$ cat src/rtl/otter_fetch_stage.sv
// OTTER instruction-fetch stage: PC register, redirect select, single-outstanding
// instruction-memory fetch, IF/ID register backed by a one-entry skid buffer.
//   state | meaning
//   ISSUE | may issue a fetch at pc (blocked while the skid is full or redirecting)
//   WAIT  | fetch in flight, returned word will be delivered
//   DROP  | wrong-path fetch in flight, returned word will be discarded
module otter_fetch_stage #(
  parameter logic [31:0] RESET_VEC = 32'h0000_0000,
  parameter logic [31:0] NOP_INSTR = 32'h0000_0013
) (
  input  logic        CLK,
  input  logic        RST,
  input  logic [2:0]  PC_SOURCE,
  input  logic [31:0] JALR_TGT,
  input  logic [31:0] BRANCH_TGT,
  input  logic [31:0] JAL_TGT,
  input  logic [31:0] MTVEC,
  input  logic [31:0] MEPC,
  input  logic        STALL,
  output logic        IMEM_REQ,
  output logic [31:0] IMEM_ADDR,
  input  logic        IMEM_RVALID,
  input  logic [31:0] IMEM_RDATA,
  output logic        IF_VALID,
  output logic [31:0] IF_PC,
  output logic [31:0] IF_INSTR
);

  localparam logic [1:0] ST_ISSUE = 2'd0;
  localparam logic [1:0] ST_WAIT  = 2'd1;
  localparam logic [1:0] ST_DROP  = 2'd2;

  logic [1:0]  state;
  logic [31:0] pc;
  logic [31:0] req_pc;
  logic        skid_valid;
  logic [31:0] skid_pc;
  logic [31:0] skid_instr;
  logic        redirect;
  logic [31:0] target_raw;
  logic [31:0] target;
  logic        deliver;

  always_comb begin
    redirect   = 1'b0;
    target_raw = pc;
    case (PC_SOURCE)
      3'd1:    begin redirect = 1'b1; target_raw = JALR_TGT;   end
      3'd2:    begin redirect = 1'b1; target_raw = BRANCH_TGT; end
      3'd3:    begin redirect = 1'b1; target_raw = JAL_TGT;    end
      3'd4:    begin redirect = 1'b1; target_raw = MTVEC;      end
      3'd5:    begin redirect = 1'b1; target_raw = MEPC;       end
      default: begin redirect = 1'b0; target_raw = pc;         end
    endcase
    target = {target_raw[31:2], 2'b00};
  end

  // Holding off requests while the skid is full keeps delivery and skid load exclusive.
  assign IMEM_REQ  = !RST && (state == ST_ISSUE) && !skid_valid && !redirect;
  assign IMEM_ADDR = pc;
  assign deliver   = (state == ST_WAIT) && IMEM_RVALID && !redirect;

  always_ff @(posedge CLK) begin
    if (RST) begin
      state      <= ST_ISSUE;
      pc         <= RESET_VEC;
      req_pc     <= RESET_VEC;
      skid_valid <= 1'b0;
      skid_pc    <= 32'h0;
      skid_instr <= NOP_INSTR;
      IF_VALID   <= 1'b0;
      IF_PC      <= 32'h0;
      IF_INSTR   <= NOP_INSTR;
    end else if (redirect) begin
      pc         <= target;
      IF_VALID   <= 1'b0;
      IF_INSTR   <= NOP_INSTR;
      skid_valid <= 1'b0;
      if (state != ST_ISSUE)
        state <= IMEM_RVALID ? ST_ISSUE : ST_DROP;
    end else begin
      case (state)
        ST_ISSUE: if (IMEM_REQ) begin
          req_pc <= pc;
          pc     <= pc + 32'd4;
          state  <= ST_WAIT;
        end
        ST_WAIT:  if (IMEM_RVALID) state <= ST_ISSUE;
        ST_DROP:  if (IMEM_RVALID) state <= ST_ISSUE;
        default:  state <= ST_ISSUE;
      endcase

      if (deliver) begin
        if (!IF_VALID || !STALL) begin
          IF_VALID <= 1'b1;
          IF_PC    <= req_pc;
          IF_INSTR <= IMEM_RDATA;
        end else begin
          skid_valid <= 1'b1;
          skid_pc    <= req_pc;
          skid_instr <= IMEM_RDATA;
        end
      end else if (IF_VALID && !STALL) begin
        if (skid_valid) begin
          IF_PC      <= skid_pc;
          IF_INSTR   <= skid_instr;
          skid_valid <= 1'b0;
        end else begin
          IF_VALID <= 1'b0;
          IF_INSTR <= NOP_INSTR;
        end
      end
    end
  end

endmodule

$ cat config.mk
export PLATFORM = sky130hd
export DESIGN_NAME = otter_fetch_stage
export DESIGN_NICKNAME = d
export VERILOG_FILES = /design/src/rtl/otter_fetch_stage.sv
export SDC_FILE = /design/constraint.sdc
export NUM_CORES = 1
export LEC_CHECK = 0
export CORE_UTILIZATION = 30
export DETAILED_ROUTE_END_ITERATION = 6
export GPL_TIMING_DRIVEN = 0
export PLACE_DENSITY = 0.56
export SLEW_MARGIN = 20
export SYNTH_ARGS = -nofsm -noshare
export SYNTH_HDL_FRONTEND = slang
export SYNTH_SLANG_ARGS = --single-unit
$ cat constraint.sdc
create_clock -name CLK -period 4.7 [get_ports CLK]
set_input_delay 0.705 -clock CLK [delete_from_list [all_inputs] [get_ports CLK]]
set_output_delay 0.705 -clock CLK [all_outputs]
set_load 0.02 [all_outputs]
==> results of run 1 <==
[cell usage in the layout, fill, tap and decap left out, types with 5 or more instances in the layout]
cell type	count
xor2_1	8
o211ai_1	6
dfxtp_1	188
a221oi_1	18
nor4_1	10
nor3_1	37
o2bb2ai_1	12
nand3b_1	5
clkdlybuf4s50_1	281
a22oi_1	11
nand2_1	278
a311oi_1	31
buf_2	6
a211oi_1	29
mux2i_1	33
a21oi_1	105
o211a_1	7
a31oi_1	7
o22ai_1	15
nand4_1	7
inv_1	10
and3_1	34
clkbuf_1	87
clkbuf_16	17
xnor2_1	6
a2bb2oi_1	5
o21ai_0	22
nand3_1	19
nor2_1	84
ha_1	5
buf_4	6
[power by group through the flow]
| stage | Combinational [mW] | Clock [mW] | Sequential (mW) |
|---|---|---|---|
| global route | 0.620 | 1.65 | 1.66 |
| finish | 0.578 | 1.55 | 1.66 |
| floorplan | 0.221 | 0 | 1.72 |
| CTS | 0.580 | 1.57 | 1.66 |
| global placement | 0.575 | 0 | 1.69 |
| detailed placement | 0.578 | 0 | 1.70 |
[cell type report]
class	count	area (um^2)
Timing Repair Buffer	281	2810
Clock inverter	12	188
Clock buffer	19	443
Multi-Input combinational cell	847	4720
Antenna cell	1	2.50
Tap cell	384	480
Sequential cell	188	3760
Inverter	10	37.5
Buffer	101	410
Fill cell	2985	16100
[routing by layer]
layer,track usage,up-vias,share of wire
met1,0.287,4330,0.43
met5,0,-,0
met4,0.0768,0,0.026
met3,0.0354,48,0.052
li1,-,4666,-
met2,0.394,331,0.49
[worst max-delay path, delay by kind of cell]
kind | cells | cell delay (ps)
buffers and inverters | 4 | 1800
and+or+nand+nor | 1 | 640
AOI/OAI and AO/OA | 1 | 420
[registers in the layout, summed over array words and instances, names as in the netlist]
| register | cells |
|---|---|
| skid_instr | 32 |
| req_pc | 30 |
| IF_VALID | 1 |
| skid_valid | 1 |
| IMEM_ADDR | 30 |
| IF_INSTR | 32 |
| IF_PC | 30 |
| state | 2 |
| skid_pc | 30 |
[metrics by stage]
step	power, mW	setup slack (ps)	setup TNS [ps]
3_5_place_dp	2.27	402	0
5_1_grt	3.93	319	0
4_1_cts	3.81	394	0
3_3_place_gp	2.27	-200	-200
6_report	3.79	424	0
2_1_floorplan	1.94	1970	0
[path summary, 6_finish.rpt]
path	from	cells after the start	slack, ps	to
setup reg to reg	state[1]	8	2100	IMEM_ADDR[31]
hold reg to reg	skid_instr[28]	2	450	skid_instr[28]
setup / recovery	RST	6	420	IMEM_REQ
hold / removal	skid_instr[28]	2	450	skid_instr[28]
[cell families after synthesis]
family,count (synthesis),share of synthesized area
simple gates,500,0.247
xor+xnor,14,0.0138
flops,188,0.423
buf+inv,111,0.0503
mux,34,0.0383
other cells,1,0.000421
compound gates,290,0.220
fa+ha+maj,5,0.00702
==> metrics.md, run 1 <==
| Metric | Value |
|---|---|
| Final core utilization | 0.444 |
| Final setup skew | about 12 ps |
| Largest net degree at the start of global routing | 17 |
| Cell taking the most area after synthesis | dfxtp_1 |
| Cell mode on critical path | clkdlybuf4s50_1 |
| Drt drc | 0 |
| Critical path fanouts, max | 10 |
| Critical path arrival | about 3600 ps |
| Tmin final | 4280 ps |
| Die area | around 30000 um^2 |
| Leakage power | approximately 4.3 nW |
| Power Dens Cells | approximately 290 nW/um^2 |
| Seq/Total Area, Yosys | 0.423 |
| Routability cong. | roughly 0.9 |
| Switching share of power | 0.256 |
| Area growth syn-to-layout | 44.3% |
| Vias in the first global route | about 9000 |
| Hold Slack | about 450 ps |
| Hold Buf Count CTS | 0 |
| Post-synthesis cell area | 8910 um^2 |
| DRT Pass-1 Iters | 7 |
| Total gr overflow | 0 |
| Flop pwr share | 0.438 |
| Combinational Power Share | 0.153 |
| TritonCTS buffer count | 17 |
| Finished Cell Area | between 10000 and 15000 um^2 |
| # setup viols final | 0 |
| Slew headroom | 0.342 |
| Most frequent cell after synthesis | nand2_1 |
| Row count | 62 |
| Clock latency on the worst-skew pair | 430 ps |
| Synth Flop Type | dfxtp_1 |
| Slew @ Worst Pin | roughly 1000 ps |
| Critical Path RT | 3990 ps |
| Initial Util | 0.308 |
| I/O Pins | 297 |
| Core ar. | between 20000 and 30000 um^2 |
| Syn avg cell area | around 7.8 um^2 |
| Slowest cell on the critical path | clkdlybuf4s50_1 |
| FMAX | 0.234 GHz |
| Peak VDD IR | 248 uV |
| Type of the worst min-delay path | reg -> reg |
| Post_cts resized | 0 |
| CTS tree | built |
| CP Launch Type | input port |
| Worst stage delay on the critical path | approximately 720 ps |
| Share of cells above drive strength 1 | 0.0377 |
| Clk slew on worst S/H paths | approximately 70 ps |
| Starting DRT DRC Count | 580 |
| Outcome | finished, final reports clean |
| Post-synthesis cell count | about 1100 |
| DP Area | 12200 um^2 |
| Die Y | 174 um |
| Clock root cell | clkbuf_16 |
| Clock Tree Buf Depth | 2 |
| Commonest cells post-synth | nand2_1 (278), dfxtp_1 (188), a21oi_1 (105) |
| H-tree levels | 4 |
| Drt wl/cell | 19.0 um |
| Layout Cells excl Fill | between 1500 and 2000 |
| Ys Warns | 0 |
| Final HPWL DP | 27800 um |
| NetSw | 0.970 mW |
| DIE WIDTH | roughly 170 um |
| Final Cycle Share | 0.910 |
| Final Hold Fails | 0 |
| Initial antenna violation count | 1 |
| PortBufs | approximately 280 |
| Drt via density | slightly above 5 |
| Post-CTS setup buffers | 0 |
| Max-cap violations | 0 |
| Cell variety after synth | a little under 60 |
| Global-route wire length before repair | around 53000 um |
| FFs w/ async S/R, synth | 0 |
| RSZ-0062 raised after global routing | no |
| Crit Path Category | in -> out |
| Pint | 2.82 mW |
| CTS Sinks | 188 |
| Top cells by area, synth | dfxtp_1 (42%), nand2_1 (12%), a21oi_1 (5.9%) |
| Synth top area share | 0.423 |
| CP cell instances | clkdlybuf4s50_1, nor3b_2, o21ai_1, inv_1, clkbuf_1, clkdlybuf4s50_1 |
| Antenna-violating nets left | 0 |
| Post-layout nets | around 1700 |
| Overall global routing resource usage | 0.228 |
| Max-slew violation count | 0 |
| Post-synth EDFFs | 0 |
| Worst setup EP type | output port |
| #FFs+latches synth | roughly 190 |
| Cells after DPL | between 1500 and 2000 |
| Final wirelength | 34900 um |
| Clock network power share | 0.409 |
| Vias | about 9400 |
(Power assumes the default switching activity.)
==> run 2: changes to the inputs <==
CORE_MARGIN = 2   (was unset)
==> metrics.md, run 2 (synthesis gave the netlist of run 1 again) <==
| Metric | Value |
|---|---|
| Share of cells above drive strength 1 | 0.0397 (+0.00200) |
| Final Hold Fails | 0 (unchanged) |
| Commonest non-fill, non-tap cell in the layout | clkdlybuf4s50_1 |
| TritonCTS buffer count | 17 (unchanged) |
| Final HPWL DP | 27300 um (-1.8%) |
| Die Y | 176 um (+1.1%) |
| CTS Sinks | 188 (unchanged) |
| Starting DRT DRC Count | 504 (-13%) |
| CP Launch Type | input port |
| Critical Path RT | 3990 ps (about the same) |
| Critical path arrival | 3540 ps (-30 ps) |
| Initial antenna violation count | 0 (-1) |
| Type of the worst min-delay path | reg -> reg |
| Vias in the first global route | 8989 (+0.22%) |
| Finished Cell Area | 12800 um^2 (-0.32%) |
| Area growth syn-to-layout | 43.9% |
| Max-slew violation count | 0 (unchanged) |
| Outcome | finished, final reports clean |
| H-tree levels | 4 (unchanged) |
| Clock latency on the worst-skew pair | 440 ps (about the same) |
| Die area | 31100 um^2 (+2.3%) |
| Power Dens Cells | 286 nW/um^2 (-2.9%) |
| Hold Buf Count CTS | 0 (unchanged) |
| Diodes inserted | 0 (-1) |
| Core ar. | 29400 um^2 (+1.6%) |
| DP Area | 12200 um^2 (+0.12%) |
| Hold Slack | 451 ps (-1.95 ps) |
| Cells after DPL | 1818 (+0.39%) |
| Worst setup EP type | output port |
| Layout Cells excl Fill | 1850 (+0.38%) |
| Drt via density | 5.06 (-0.57%) |
| Slew headroom | 0.290 (-0.0518) |
| Final Cycle Share | 0.902 (-0.00751) |
| Critical path fanouts, max | 10 (unchanged) |
| Slew @ Worst Pin | 1060 ps (+76.9 ps) |
| Post_cts resized | 0 (unchanged) |
| PortBufs | 281 (unchanged) |
| Max-cap violations | 0 (unchanged) |
| Final wirelength | 34200 um (-2.2%) |
| Clock root cell | clkbuf_16 |
| # setup viols final | 0 (unchanged) |
| Overall global routing resource usage | 0.216 (-0.0124) |
| I/O Pins | 297 (unchanged) |
| Biggest regs | IF_INSTR x32, skid_instr x32 |
| CTS tree | built |
| Antenna-violating nets left | 0 (unchanged) |
| Leakage power | 4.31 nW (-0.23%) |
| Routability cong. | 0.844 (-6.7%) |
| FMAX | 0.236 GHz (+0.83%) |
| Post-layout nets | 1651 (+0.061%) |
| Drt drc | 0 (unchanged) |
| Row count | 63 (+1.6%) |
| DIE WIDTH | 176 um (+1.1%) |
| Peak VDD IR | 237 uV (-4.3%) |
| Tmin final | 4240 ps (-35.3 ps) |
| Largest net degree at the start of global routing | 19 (+2) |
| Dpl ws | 420 ps (+17.5 ps) |
| Commonest cells after routing, fill and taps aside | clkdlybuf4s50_1 (281), nand2_1 (278), dfxtp_1 (188), a21oi_1 (105), clkbuf_1 (86) |
| Crit Path Category | in -> out |
| # fillers | 3010 (+0.84%) |
| Drt wl/cell | 18.5 um (-2.6%) |
| DRT Pass-1 Iters | 5 (-2) |
| Global-route wire length before repair | 51900 um (-2.5%) |
| Vias | 9357 (-0.19%) |
| Area occupied by multi-input gates | 4720 um^2 (unchanged) |
| Final setup skew | 17.1 ps (+5.01 ps) |
| Clock Tree Buf Depth | 2 (unchanged) |
| Post-CTS setup buffers | 0 (unchanged) |
| FF+latch area | 3760 um^2 (unchanged) |
| Initial Util | 0.303 (-0.00489) |
| Clk slew on worst S/H paths | 70 ps (about the same) |
| RSZ-0062 raised after global routing | no |
| PnR worst setup slack | 459 ps (+35.3 ps) |
| Total gr overflow | 0 (unchanged) |
run 2: changes by cell type in the layout (fill, tap and decap cells not counted):
cell,previous run,this run
inv_8,0,3
clkinv_2,0,2
clkinv_4,4,2
clkbuf_1,87,86
buf_4,6,7
diode_2,1,0
bufinv_16,4,1
clkbuf_8,1,0
inv_6,2,6
clkinvlp_4,2,1
run 2: final cells by class:
class / instances / area share
repair buffers: 282 / 0.220
flip-flops and latches: 188 / 0.294
clock buffers: 17 / 0.0332
well taps: 390 / 0.0381
plain buffers: 101 / 0.0320
inverters: 10 / 0.00293
multi-input cells: 847 / 0.368
clock inverters: 15 / 0.0118
run 2: metal layers:
metal	track usage	vias to the layer above	routed length, um
met3	0.0360	34	1780
met4	0.0634	0	709
met5	0	-	0
li1	-	4666	-
met1	0.271	4351	14800
met2	0.378	306	16900
run 2: through the flow:
step	util	setup TNS, ps	power (mW)
3_5_place_dp	0.416	0	2.27
5_1_grt	0.436	0	3.80
4_1_cts	0.436	0	3.69
3_3_place_gp	0.416	-150	2.27
6_report	0.436	0	3.66
2_1_floorplan	-	0	1.94
run 2: worst max-delay path, stage by stage:
cell             delay [ps]
clkdlybuf4s50_1         500
nor3b_2                 570
o21ai_1                 390
inv_1                   220
clkbuf_1                380
clkdlybuf4s50_1         760
run 2: report_power, final:
part | leakage, nW | internal [mW] | switching, mW
Sequential | 1.52 | 1.62 | 0.0369
Combinational | 2.51 | 0.282 | 0.291
Clock | 0.285 | 0.752 | 0.679
Total | 4.31 | 2.66 | 1.01
run 2: path summary, 6_finish.rpt:
| check | cells after the start | slack (ps) | start | endpoint |
|---|---|---|---|---|
| max | 6 | 460 | RST | IMEM_REQ |
| min | 2 | 450 | skid_instr[8] | skid_instr[8] |
| max reg2reg | 8 | 2120 | state[1] | IMEM_ADDR[31] |
| min reg2reg | 2 | 450 | skid_instr[8] | skid_instr[8] |
==> run 3: changes to the inputs <==
CAP_MARGIN = 30   (was unset)
CORE_MARGIN = 1.5   (was 2)
GPL_TIMING_DRIVEN = unset   (was 0)
==> metrics.md, run 3 (synthesis gave the netlist of run 1 again) <==
| Metric | Value |
|---|---|
| Final setup TNS | 0 ps (unchanged) |
| Clock root cell | clkbuf_16 |
| CTS tree | built |
| Clock network power share | 0.402 (+0.011) |
| Vias | 9022 (-3.6%) |
| Initial Util | 0.308 (+0.00489) |
| Global-route wire length before repair | 50100 um (-3.4%) |
| I/O Pins | 297 (unchanged) |
| Area occupied by multi-input gates | 4780 um^2 (+1.3%) |
| Row count | 62 (-1.6%) |
| Max-cap violations | 0 (unchanged) |
| Antenna-violating nets left | 0 (unchanged) |
| Crit Path Category | in -> out |
| Tmin final | 3420 ps (-823 ps) |
| Share of cells above drive strength 1 | 0.0508 (+0.0111) |
| Power Dens Cells | 294 nW/um^2 (+2.7%) |
| Clock Tree Buf Depth | 2 (unchanged) |
| Type of the worst min-delay path | reg -> reg |
| CTS Sinks | 188 (unchanged) |
| R2R depth | 5 (-3) |
| Reg2reg setup slack | 2250 ps (+130 ps) |
| Switching share of power | 0.258 (-0.0166) |
| Critical path arrival | 2710 ps (-830 ps) |
| Die Y | 175 um (-0.57%) |
| Slew headroom | 0.357 (+0.0676) |
| Final Cycle Share | 0.727 (-0.175) |
| Biggest regs | IF_INSTR x32, skid_instr x32 |
| Post-layout nets | 1569 (-5.0%) |
| Peak VDD IR | 239 uV (+0.62%) |
| Worst setup EP type | output port |
| Largest net degree at the start of global routing | 84 (+65) |
| Final HPWL DP | 23700 um (-13%) |
| Combinational Power Share | 0.150 (-0.006) |
| # fillers | 2905 (-3.5%) |
| Routability cong. | 0.864 (+2.5%) |
| Drt wl/cell | 18.9 um (+2.3%) |
| Final wirelength | 33300 um (-2.6%) |
| Outcome | finished, final reports clean |
| TritonCTS buffer count | 17 (unchanged) |
| Hold Buf Count CTS | 0 (unchanged) |
| Clock latency on the worst-skew pair | 430 ps (about the same) |
| DIE WIDTH | 175 um (-0.57%) |
| Die area | 30700 um^2 (-1.1%) |
| Commonest non-fill, non-tap cell in the layout | clkdlybuf4s50_1 |
| Area growth syn-to-layout | 41.9% |
| DRT Pass-1 Iters | 5 (unchanged) |
| FF+latch area | 3760 um^2 (unchanged) |
| RSZ-0062 raised after global routing | no |
| Max-slew violation count | 0 (unchanged) |
| Final setup skew | 14.6 ps (-2.57 ps) |
| Final Hold Fails | 0 (unchanged) |
| CP Launch Type | input port |
| Total gr overflow | 0 (unchanged) |
| Initial antenna violation count | 0 (unchanged) |
| Starting DRT DRC Count | 592 (+17%) |
| Core ar. | 28900 um^2 (-1.6%) |
| Hold Slack | 450 ps (-0.740 ps) |
| # setup viols final | 0 (unchanged) |
| Vias in the first global route | 8590 (-4.4%) |
| Overall global routing resource usage | 0.212 (-0.00381) |
| H-tree levels | 4 (unchanged) |
| Commonest cells after routing, fill and taps aside | clkdlybuf4s50_1 (280), nand2_1 (278), dfxtp_1 (188), a21oi_1 (104), nor2_1 (84) |
| PnR worst setup slack | 1280 ps (+823 ps) |
| Critical Path RT | 3990 ps (about the same) |
| Dpl ws | 1070 ps (+650 ps) |
| Diodes inserted | 0 (unchanged) |
| Final core utilization | 0.437 (+0.00115) |
| Leakage power | 4.28 nW (-0.76%) |
| Clk slew on worst S/H paths | 70 ps (about the same) |
| NetSw | 0.958 mW (-4.8%) |
| Critical path fanouts, max | 15 (+5) |
| Hold Path Stages | 2 (unchanged) |
| Drt drc | 0 (unchanged) |
| Flop pwr share | 0.448 (-0.005) |
| Drt via density | 5.12 (+1.3%) |
| FMAX | 0.293 GHz (+24%) |
| Slew @ Worst Pin | 964 ps (-91.6 ps) |
| PortBufs | 282 (+0.36%) |
| Post_cts resized | 0 (unchanged) |
| Pint | 2.76 mW (+3.7%) |
| Post-CTS setup buffers | 0 (unchanged) |
[run 3: cell types whose count changed in the layout (fill, tap and decap cells not counted), sizes merged]
cell | before | now
clkbuf | 104 | 19
buf | 15 | 21
inv | 19 | 14
bufinv | 1 | 3
clkdlybuf4s50 | 281 | 280
[run 3: power groups by stage]
stage	Combinational, mW	Sequential [mW]	Clock [mW]
floorplan	0.221	1.72	0
global placement	0.556	1.70	0
detailed placement	0.558	1.70	0
CTS	0.561	1.66	1.53
global route	0.596	1.67	1.59
finish	0.557	1.66	1.49
[run 3: final timing paths]
path / from / endpoint
worst max-delay path: PC_SOURCE[2] / IMEM_REQ
worst min-delay path: skid_instr[10] / skid_instr[10]
worst max register to register: IMEM_ADDR[14] / IMEM_ADDR[22]
worst min register to register: skid_instr[10] / skid_instr[10]
[run 3: worst max-delay path, stage by stage]
cell and delay [ps]:
clkdlybuf4s50_1 680, nor3_1 420, o21ai_2 130, inv_1 150, clkdlybuf4s50_1 630
[run 3: final cells by class]
type / instances / area share
Clock buffer: 19 / 0.0350
Multi-Input combinational cell: 847 / 0.378
Tap cell: 384 / 0.0380
Inverter: 10 / 0.00297
Clock inverter: 12 / 0.0127
Timing Repair Buffer: 301 / 0.236
Sequential cell: 188 / 0.298
[run 3: metal layers]
metal,up-vias,track usage,wire length [um],share of wire
li1,4497,-,-,-
met1,4170,0.281,15000,0.45
met2,309,0.347,15700,0.47
met3,46,0.0312,1530,0.046
met4,0,0.0819,1030,0.031
met5,-,0,0,0
[run 3: through the flow]
step	cells	power [mW]	cell area, um^2
finish	1761	3.71	12600
global route	1761	3.85	12600
CTS	1761	3.75	12600
detailed placement	1730	2.26	12000
global placement	1729	2.25	12000
floorplan	1146	1.94	8920
